`src/rtl/vga_sync_generator.sv`:
```
// ----------------------------------------------------------------------------
// vga_sync_generator
//   Raster timing master for the VGA path. A column/row counter pair walks the
//   frame, and the sync/visible/frame-start flags are decoded from the value the
//   counters are about to take. The counts and the flags load on the same edge,
//   so every output describes the same pixel in the same cycle, and all outputs
//   come straight from flops.
//
// Ports
//   clock        : pixel clock
//   reset_n      : synchronous active-low reset (forces the idle output set)
//   enable       : advance the raster when high, hold every output when low
//   out_Hsync    : horizontal sync, active-low
//   out_Vsync    : vertical sync, active-low
//   column_count : current column, 0..TOTAL_COLS-1
//   row_count    : current row, 0..TOTAL_ROWS-1
//   video_active : current position lies in the visible area
//   frame_start  : high at position (0,0)
// ----------------------------------------------------------------------------
module vga_sync_generator #(
    parameter int TOTAL_COLS    = 800,
    parameter int TOTAL_ROWS    = 525,
    parameter int ACTIVE_COLS   = 640,
    parameter int ACTIVE_ROWS   = 480,
    parameter int H_FRONT_PORCH = 16,
    parameter int H_SYNC_WIDTH  = 96,
    parameter int V_FRONT_PORCH = 10,
    parameter int V_SYNC_WIDTH  = 2
) (
    input  logic       clock,
    input  logic       reset_n,
    input  logic       enable,
    output logic       out_Hsync,
    output logic       out_Vsync,
    output logic [9:0] column_count,
    output logic [9:0] row_count,
    output logic       video_active,
    output logic       frame_start
);

    typedef enum logic {IDLE, RUN} state_t;

    localparam logic [9:0] COL_LAST = 10'(TOTAL_COLS - 1);
    localparam logic [9:0] ROW_LAST = 10'(TOTAL_ROWS - 1);

    // Decode bounds are 11 bits wide so a sync window ending exactly at 1024
    // still compares correctly against a 10-bit count.
    localparam logic [10:0] H_ACT = 11'(ACTIVE_COLS);
    localparam logic [10:0] V_ACT = 11'(ACTIVE_ROWS);
    localparam logic [10:0] H_BEG = 11'(ACTIVE_COLS + H_FRONT_PORCH);
    localparam logic [10:0] H_END = 11'(ACTIVE_COLS + H_FRONT_PORCH + H_SYNC_WIDTH);
    localparam logic [10:0] V_BEG = 11'(ACTIVE_ROWS + V_FRONT_PORCH);
    localparam logic [10:0] V_END = 11'(ACTIVE_ROWS + V_FRONT_PORCH + V_SYNC_WIDTH);

    state_t      state;
    logic [9:0]  col_nxt;
    logic [9:0]  row_nxt;
    logic [10:0] col_w;
    logic [10:0] row_w;
    logic        hs_nxt;
    logic        vs_nxt;
    logic        va_nxt;
    logic        fs_nxt;

    // Next position. Leaving IDLE presents (0,0) without advancing, so the
    // first RUN cycle shows the origin fully decoded.
    always_comb begin
        col_nxt = 10'd0;
        row_nxt = 10'd0;
        if (state == RUN) begin
            col_nxt = column_count + 10'd1;
            row_nxt = row_count;
            if (column_count == COL_LAST) begin
                col_nxt = 10'd0;
                row_nxt = (row_count == ROW_LAST) ? 10'd0 : row_count + 10'd1;
            end
        end
    end

    // Flags are decoded from the next position and registered alongside it.
    always_comb begin
        col_w  = {1'b0, col_nxt};
        row_w  = {1'b0, row_nxt};
        hs_nxt = !((col_w >= H_BEG) && (col_w < H_END));
        vs_nxt = !((row_w >= V_BEG) && (row_w < V_END));
        va_nxt = (col_w < H_ACT) && (row_w < V_ACT);
        fs_nxt = (col_nxt == 10'd0) && (row_nxt == 10'd0);
    end

    always_ff @(posedge clock) begin
        if (!reset_n) begin
            state        <= IDLE;
            column_count <= 10'd0;
            row_count    <= 10'd0;
            out_Hsync    <= 1'b1;
            out_Vsync    <= 1'b1;
            video_active <= 1'b0;
            frame_start  <= 1'b0;
        end else if (enable) begin
            // With enable low nothing loads, which freezes every output
            // (frame_start included) until the raster resumes.
            state        <= RUN;
            column_count <= col_nxt;
            row_count    <= row_nxt;
            out_Hsync    <= hs_nxt;
            out_Vsync    <= vs_nxt;
            video_active <= va_nxt;
            frame_start  <= fs_nxt;
        end
    end

endmodule

```
`config.mk`:
```
export PLATFORM = sky130hd
export DESIGN_NAME = vga_sync_generator
export DESIGN_NICKNAME = d
export VERILOG_FILES = /design/src/rtl/vga_sync_generator.sv
export SDC_FILE = /design/constraint.sdc
export NUM_CORES = 1
export LEC_CHECK = 0
export ABC_AREA = 1
export CAP_MARGIN = 20
export CORE_MARGIN = 10
export CORE_UTILIZATION = 45
export CTS_CLUSTER_SIZE = 40
export DETAILED_ROUTE_END_ITERATION = 10
export MAX_ROUTING_LAYER = met4
export PLACE_DENSITY_LB_ADDON = 0.1
export SETUP_SLACK_MARGIN = 0.5
export SYNTH_ARGS = -nofsm -noshare
export SYNTH_HDL_FRONTEND = slang
export SYNTH_SLANG_ARGS = --single-unit
```
`constraint.sdc`:
```
create_clock -name clock -period 2.3 [get_ports clock]
set_input_delay 0.23 -clock clock [delete_from_list [all_inputs] [get_ports clock]]
set_output_delay 0.23 -clock clock [all_outputs]
set_load 0.005 [all_outputs]
```
==> results.md <==
* Post-Syn Area at 1800 um2
* Slew Limit Fails at 0
* Post-route setup TNS at 0 ns
* Register area at 529 um2
* Tmin final at 1.79 ns
* CP Capture Type: flop
* Final Total Pwr at 1.01 mW
* Total grt overflow at 0
* Worst slew margin at 53.6%
* Global-route total usage across every layer at 16.0%
* Hold Crit Depth at 2
* Worst-Skew Late Latency at 0.28 ns
* Clock transition at path regs at 0.10 ns
* Setup-failing EPs final at 0
* Reg2reg path depth at 9
* Site Rows at 22
* Fill count at 333
* Via density at 5.40
* Syn Area/Cell at 6.17 um2
* Largest net degree at the start of global routing at 24
* Final Hold Violating Endpoints at 0
* Multi-input logic area at 1270 um2
* Post-synth top area cell: dfxtp_1
* Hold Crit Class: reg2reg
* Peak VDD IR at 370 uV
* Status: finished clean
* Unrepaired setup endpoints after global routing: true
* Area share of the largest cell type after synthesis at 27.9%
* Nature of the critical path startpoint: flop
* Average wire per standard cell at 15.1 um
* Post-Route Utilization at 64.9%
* Power Dens Cells at 412 nW/um2
* FMAX at 560 MHz
* CTS tree: done
* Placement Setup Slack at 0.289 ns
* Final Wtd Congestion at 1.02
* CTS buffer count at 3
* Clock Root Buffer: clkbuf_8
* Area grow syn2layout at 36.3%
* Seq/Total Area, Yosys at 27.9%
* Final worst path period share at 77.7%
* Max clock buf depth at 2
* Critical path class: reg2reg
* Design area at 2450 um2
* Nets at 340
* Max-Cap Viols at 0
* Port-buffer cells at 26
* H-tree depth at 1
* Fin worst setup slack at 0.513 ns
* First-pass GRT wire length at 9.25 mm
* Actual slew at the worst max-slew pin at 0.696 ns
* Post-Syn Nets at 297
* Flops & latches, synth at 25
* Initial antenna violation count at 0
* Antenna-violating nets left at 0
* Vias at 2058
* Post-Synthesis Cells at 291
* DIE AREA at 6920 um2
* Number of detailed-route iterations in the first pass at 4
* YS warnings at 0
* Inserted Diodes at 0
* Cts hold-fix bufs at 0
* CTS Sinks at 25
* Lkg Pwr at 1.05 nW
* Remaining DRCs at 0
* Critical path required time at 2.47 ns
* Die height at 83.2 um
* Placed instance area at 2110 um2
* Layout cell share with drive strength beyond 1 at 24.9%
* Top cells by area, synth: dfxtp_1 (28%), nand2_1 (17%), nand3_1 (7.2%)
* Ports at 27
* Drt total wl at 5.74 mm
* Crit path DAT at 1.96 ns
* 1st-iter DRT viols at 214
* Number of global-route vias before repair at 1875
* Clock skew at 0.0105 ns
* Die Wd at 83.2 um
* Core ar. at 3770 um2
* Synth unique cells at 30
* CP Max Fanout at 5
* Initial Util at 47.6%
* Post-DP HPWL at 4.00 mm
through the flow:
step / instances / hold slack, ns
3_5_place_dp: 360 / 0.464
5_1_grt: 381 / 0.513
2_1_floorplan: 291 / 0.368
3_3_place_gp: 360 / 0.468
6_report: 381 / 0.482
4_1_cts: 371 / 0.488
layout make-up:
class	instances	share of cell area, %
Clock inverter	1	0.204
Timing Repair Buffer	44	16.3
Multi-Input combinational cell	221	51.8
Clock buffer	3	1.69
Tap cell	48	2.45
Inverter	39	5.98
Sequential cell	25	21.6
report_power, final:
part,internal [mW],switching [mW]
Sequential,0.456,0.0439
Combinational,0.106,0.125
Clock,0.122,0.155
Total,0.684,0.324
critical path, cell delays in order, from the launching register on:
cell	delay, ns
dfxtp_4	0.38
ha_4	0.16
nand2_4	0.08
nor2_8	0.14
nand3_4	0.14
o21ai_1	0.15
nand3_1	0.12
nand3b_1	0.27
o21ai_2	0.17
nand2_1	0.06
cells in the final DEF (no fill, tap or decap), drive strengths merged, types with 2 or more instances in the layout:
cell type       n
inv            37
a211oi          2
nor2           31
ha              3
nand3          31
nand2          89
clkinv          3
nand4          10
a21oi          26
nand3b          2
clkdlybuf4s50  26
buf            18
clkbuf          3
o21ai          22
dfxtp          25
registers in the layout, summed over array words and instances, names as in the netlist:
register and flops:
state 1, row_count 10, out_Hsync 1, out_Vsync 1, video_active 1, column_count 10, frame_start 1
path summary, 6_finish.rpt:
kind,from,endpoint,slack [ns]
setup / recovery,column_count[1],out_Vsync,0.51
hold / removal,out_Vsync,out_Vsync,0.48
hold reg to reg,out_Vsync,out_Vsync,0.48
setup reg to reg,column_count[1],out_Vsync,0.51
what timing repair did:
action                     4_1_cts  5_1_grt
pin swaps                        5       16
cloned                           1        0
setup buffers                    6       10
setup endpoints to repair        4        4
resized for setup               19       32
layer usage:
layer | vias to the layer above | global-route usage, % | routed length [um]
met5 | - | - | 0
met4 | 0 | 4.31 | 74
met3 | 9 | 3.32 | 402
met2 | 68 | 24.1 | 2580
met1 | 937 | 20.9 | 2680
li1 | 1044 | - | -
cells in the mapped netlist:
master,instances
xor2_1,1
nand2_2,2
o21ai_0,18
nand3_4,1
a31oi_1,1
ha_1,3
nand2_1,83
a21oi_1,25
nand3_2,3
nand3b_1,2
nand3_1,26
a21oi_2,1
nand4_1,9
nand2_4,4
nor2_4,2
o211ai_1,1
nor3_1,1
nor2_2,4
inv_2,6
nand4_2,1
nor2_8,1
o21ai_2,1
clkinv_1,2
o21bai_1,1
nor2_1,24
clkbuf_1,7
inv_1,31
o21ai_1,3
a211oi_1,2
dfxtp_1,25
cell families (layout without fill, tap and decap cells):
group | count (synthesis) | count (layout) | synth area share, %
compound gates | 53 | 53 | 15.8
xor+xnor | 1 | 1 | 0.488
fa+ha+maj | 3 | 3 | 2.09
buf+inv | 46 | 87 | 9.61
flops | 25 | 25 | 27.9
simple gates | 163 | 164 | 44.1
Power figures use the tool's default switching activity.
